===== src/rtl/wb_sched.sv =====
// wb_sched: arbitrates the single register-file write port between jal link writes,
// buffered load returns and ALU results, and tracks outstanding loads in a scoreboard.
module wb_sched (
    input  logic        clock,
    input  logic        rst,
    input  logic        jal_req,
    input  logic [31:0] jal_data,
    input  logic        mem_req,
    input  logic [4:0]  mem_dst,
    input  logic [31:0] mem_data,
    input  logic        alu_req,
    input  logic [4:0]  alu_dst,
    input  logic [31:0] alu_data,
    output logic        alu_ready,
    input  logic        issue_valid,
    input  logic [4:0]  issue_dst,
    input  logic [4:0]  query_rs,
    input  logic [4:0]  query_rt,
    output logic        rs_busy,
    output logic        rt_busy,
    output logic        rf_we,
    output logic [4:0]  rf_waddr,
    output logic [31:0] rf_wdata,
    output logic        mem_ovf,
    output logic [15:0] stall_cnt
);
    typedef enum logic [1:0] {GNT_NONE, GNT_JAL, GNT_MEM, GNT_ALU} grant_t;

    logic        rst_sync;
    logic [4:0]  fifo_dst  [2];
    logic [31:0] fifo_data [2];
    logic        wr_ptr;
    logic        rd_ptr;
    logic [1:0]  fifo_cnt;
    logic        fifo_empty;
    logic        fifo_full;
    logic        push;
    logic        pop;
    grant_t      grant;
    logic [4:0]  win_dst;
    logic [31:0] win_data;
    logic [31:0] pending;
    logic [31:0] pending_nxt;

    // Reset asserts immediately but releases on the next rising edge, so the
    // first edge after release is spent leaving reset and emits no write.
    always_ff @(posedge clock or negedge rst) begin
        if (!rst) begin
            rst_sync <= 1'b0;
        end else begin
            rst_sync <= 1'b1;
        end
    end

    assign fifo_empty = (fifo_cnt == 2'd0);
    assign fifo_full  = (fifo_cnt == 2'd2);

    always_comb begin
        // NOTE: every signal driven here gets a default first, so no latch is inferred.
        grant    = GNT_NONE;
        win_dst  = '0;
        win_data = '0;
        if (jal_req) begin
            grant    = GNT_JAL;
            win_dst  = 5'd31;
            win_data = jal_data;
        end else if (!fifo_empty) begin
            grant    = GNT_MEM;
            win_dst  = fifo_dst[rd_ptr];
            win_data = fifo_data[rd_ptr];
        end else if (alu_req) begin
            grant    = GNT_ALU;
            win_dst  = alu_dst;
            win_data = alu_data;
        end
    end

    assign alu_ready = rst_sync & alu_req & ~jal_req & fifo_empty;
    assign pop       = (grant == GNT_MEM);
    assign push      = mem_req & (~fifo_full | pop);

    // NOTE: the FIFO storage has no reset; fifo_cnt alone says which slots are valid.
    always_ff @(posedge clock) begin
        if (push) begin
            fifo_dst[wr_ptr]  <= mem_dst;
            fifo_data[wr_ptr] <= mem_data;
        end
    end

    always_ff @(posedge clock or negedge rst_sync) begin
        if (!rst_sync) begin
            wr_ptr   <= 1'b0;
            rd_ptr   <= 1'b0;
            fifo_cnt <= 2'd0;
            mem_ovf  <= 1'b0;
        end else begin
            // NOTE: state registers use non-blocking assignments so every flop samples pre-edge values.
            if (push) wr_ptr <= ~wr_ptr;
            if (pop)  rd_ptr <= ~rd_ptr;
            fifo_cnt <= fifo_cnt + {1'b0, push} - {1'b0, pop};
            if (mem_req && !push) mem_ovf <= 1'b1;
        end
    end

    // Issue is applied after the load-return clear so a same-edge re-issue keeps the bit set.
    always_comb begin
        pending_nxt = pending;
        if (pop)         pending_nxt[win_dst]   = 1'b0;
        if (issue_valid) pending_nxt[issue_dst] = 1'b1;
        pending_nxt[0] = 1'b0;
    end

    always_ff @(posedge clock or negedge rst_sync) begin
        if (!rst_sync) begin
            pending   <= '0;
            rf_we     <= 1'b0;
            rf_waddr  <= '0;
            rf_wdata  <= '0;
            stall_cnt <= '0;
        end else begin
            pending <= pending_nxt;
            rf_we   <= (grant != GNT_NONE) && (win_dst != 5'd0);
            if (grant != GNT_NONE) begin
                rf_waddr <= win_dst;
                rf_wdata <= win_data;
            end
            if (alu_req && !alu_ready && stall_cnt != 16'hFFFF) begin
                stall_cnt <= stall_cnt + 16'd1;
            end
        end
    end

    assign rs_busy = pending[query_rs];
    assign rt_busy = pending[query_rt];

endmodule

===== config.mk =====
export PLATFORM = sky130hd
export DESIGN_NAME = wb_sched
export DESIGN_NICKNAME = d
export VERILOG_FILES = /design/src/rtl/wb_sched.sv
export SDC_FILE = /design/constraint.sdc
export NUM_CORES = 1
export LEC_CHECK = 0
export BUFFER_PORTS_ARGS = -buffer_cell sky130_fd_sc_hd__buf_2
export CAP_MARGIN = 10
export CORE_MARGIN = 2
export CORE_UTILIZATION = 35
export DETAILED_ROUTE_END_ITERATION = 6
export GPL_TIMING_DRIVEN = 1
export PLACE_DENSITY_LB_ADDON = 0.1
export SLEW_MARGIN = 25
export SYNTH_ARGS = -nofsm -noshare
export SYNTH_HDL_FRONTEND = slang
export SYNTH_SLANG_ARGS = --single-unit
export TNS_END_PERCENT = 1

===== constraint.sdc =====
create_clock -name clock -period 4.8 [get_ports clock]
set_input_delay 0.96 -clock clock [delete_from_list [all_inputs] [get_ports clock]]
set_output_delay 0.96 -clock clock [all_outputs]
set_load 0.005 [all_outputs]

==> metrics.cfg <==
[clocking]
cts_tree=built
path_clk_slew_ps=60
cts.htree.levels=4
numClockSinks=165
post_cts_buffers=0
cts-resized-gates=0
cts_buffers=17
clk_latency_ps=420
root_buffer=clkbuf_16
ctsHoldBuffers=0
cts_max_path_buffers=2

[logic_synthesis]
synth_largest_area_cell=dfrtp_1
postSynthAreaPerCell_um2=11.37
yosys_warnings=0
synth_top_area_share_pct=29.64
synth-edff-count=74
syn-num-nets=805
synth.area.top_cells=dfrtp_1 30%, edfxtp_1 29%, mux2i_1 7.2%
netlist_instances=676
netlist-cell-type-count=57
async_reset_ff_share_pct=55.15
synth-seq-area-share_pct=58.56
syn_area_mm2=0.007684
ys.flop_type=dfrtp_1
synth-seq-cells=165

[route]
vias=5999
ant_nets=0
via_per_inst=5.248
drc=0
wire_per_inst_um=18.34
wl_mm=20.96
drtIter0Drc=386
first_pass_iters=7

[timing]
post-route-period-util_pct=68.59
fmax_ghz=0.3037
tightest_slew_ps=973.5
final-setup-viol-count=0
hold_ws_ps=303.5
min_period_ps=3292
slew_viol_final=0
finClkSkew_ps=11.29
hold_viol_final=0
rsz0062_at_grt=no
max-slew-margin-rel_pct=35.03
tns_ps=0

[floorplan]
die_x_um=152.2
die_h_um=152.2
row_count=54
dieArea_mm2=0.02315
coreArea_mm2=0.02169
ios=185
start_util_pct=35.43

[worst_hold_path]
hold_path.class=primary input to async pin

[power_and_ir_drop]
irDropWorstVdd_uv=238.8
powerDensity_mw_per_mm2=538.2
p_leak_nw=3.905

[setup_path]
reg2reg_slack_ps=2230
worstPathMaxFanout=15
cp.required_ps=3840
cp-startpoint=query_rt[1]
cp-end-kind=output pin
r2r_cells=4
crit_arrival_ps=2330
r2r-start=fifo_cnt[0]
start_kind=primary input
crit_type=primary input to output pin

[grt]
grt_max_degree=58
grtUsageTotal_pct=18.24
first_global_vias=6102
grt.overflow.total=0
antenna_found_initial=7
grt_first_pass_wirelength_mm=33.03

[cells_and_area]
finalNetCount=976
syn_to_final_growth_pct=23.38
drive_gt1_share_pct=27.91
fin_area_mm2=0.009480
utilization_pct=43.71

[run]
max-cap-violations=0

[place]
place.gp.congestion=0.8564
port_buffers=184
postPlaceCellArea_mm2=0.008892
dpl.hpwl_mm=15.03

[status]
outcome=complete, no violations

registers in the layout, indices dropped and copies added (netlist names):
register and cells:
fifo_data 64, rf_wdata 32, pending 31, stall_cnt 16
fifo_dst 10, rf_waddr 5, fifo_cnt 2, mem_ovf 1
rd_ptr 1, rf_we 1, rst_sync 1, wr_ptr 1
per-layer routing:
layer / track usage, % / share of wire [%]
met3: 5.091 / 6.8
met5: 0 / 0.20
met2: 30.74 / 50
met1: 21.93 / 41
met4: 7.922 / 2.3
worst paths after layout:
check | to
min in group clock | stall_cnt[5]
hold / removal | rst_sync
setup reg to reg | rf_we
setup / recovery | rt_busy
hold reg to reg | rf_wdata[19]
max in group asynchronous | pending[4]
cell usage in the layout (no fill, tap or decap), types with 5 or more instances in the layout:
master / n
and2_1: 5
xor2_1: 9
buf_2: 184
clkbuf_16: 17
a21oi_1: 36
nor3_1: 9
buf_4: 5
nor3b_1: 33
mux2i_1: 55
inv_1: 9
edfxtp_1: 74
xnor2_1: 5
nand3b_1: 6
nor2b_1: 12
nor2_1: 78
nand3_1: 17
nand2_1: 20
a2111oi_0: 8
o21ai_0: 51
a211oi_1: 29
a221oi_1: 6
inv_6: 5
o21ai_1: 17
dfrtp_1: 89
a31oi_1: 10
worst max-delay path, cell delays in order:
cell and delay (ps):
buf_2 240, mux2_2 370, a221oi_1 290, nor4_1 80, a31oi_1 160, nand3_1 100, buf_2 140
where the power goes:
part,switching (mW),internal (mW),total [mW]
clock network,0.588,0.775,1.36
logic,0.833,0.636,1.47
registers,0.342,1.93,2.27
total,1.76,3.34,5.10
kinds of logic after synthesis:
kind of cell / after synthesis / synth area share [%]
other: 1 / 0.04881
buffers and inverters: 48 / 2.638
AND/OR/NAND/NOR: 212 / 14.87
AO/OA/AOI/OAI: 174 / 13.78
XOR/XNOR: 14 / 1.596
flip-flops: 165 / 58.56
multiplexers: 60 / 8.191
adder cells (fa/ha/maj): 2 / 0.3256
area by class of cell:
cell class	count	area (um^2)
fill	2061	12210
sequential	165	4504
multi-input combinational	463	2990
timing repair buffer	191	1013
clock buffer	18	429.2
tap	280	350.3
clock inverter	14	151.4
inverter	9	33.78
antenna	3	7.507
Yosys cell counts, types with 2 or more instances:
cell	count
a2111oi_0	8
a211oi_1	29
a21boi_0	2
a21oi_1	36
a221oi_1	6
a22oi_1	3
a311oi_1	3
a31oi_1	10
and2_1	5
and3_1	2
and4_1	2
buf_2	9
buf_4	3
clkbuf_1	26
dfrtp_1	91
edfxtp_1	74
ha_1	2
inv_1	9
mux2_2	3
mux2i_1	55
mux4_2	2
nand2_1	20
nand2b_1	3
nand3_1	17
nand3b_1	6
nand4_1	2
nand4b_1	3
nor2_1	79
nor2b_1	12
nor3_1	9
nor3b_1	33
nor4_1	2
o21ai_0	51
o21ai_1	17
o21bai_1	2
o22ai_1	2
or2_1	2
or3_1	3
or3b_1	2
or3b_2	2
xnor2_1	5
xor2_1	9
per-stage QoR:
stage / std cells / total power [mW] / setup slack [ps]
after floorplan: 676 / 3.169 / 1128
after global placement: 1106 / 3.706 / 1601
after detailed placement: 1108 / 3.798 / 1507
after CTS: 1140 / 5.170 / 1507
after global routing: 1141 / 5.443 / 1398
final: 1143 / 5.103 / 1508
(Power assumes the default switching activity.)
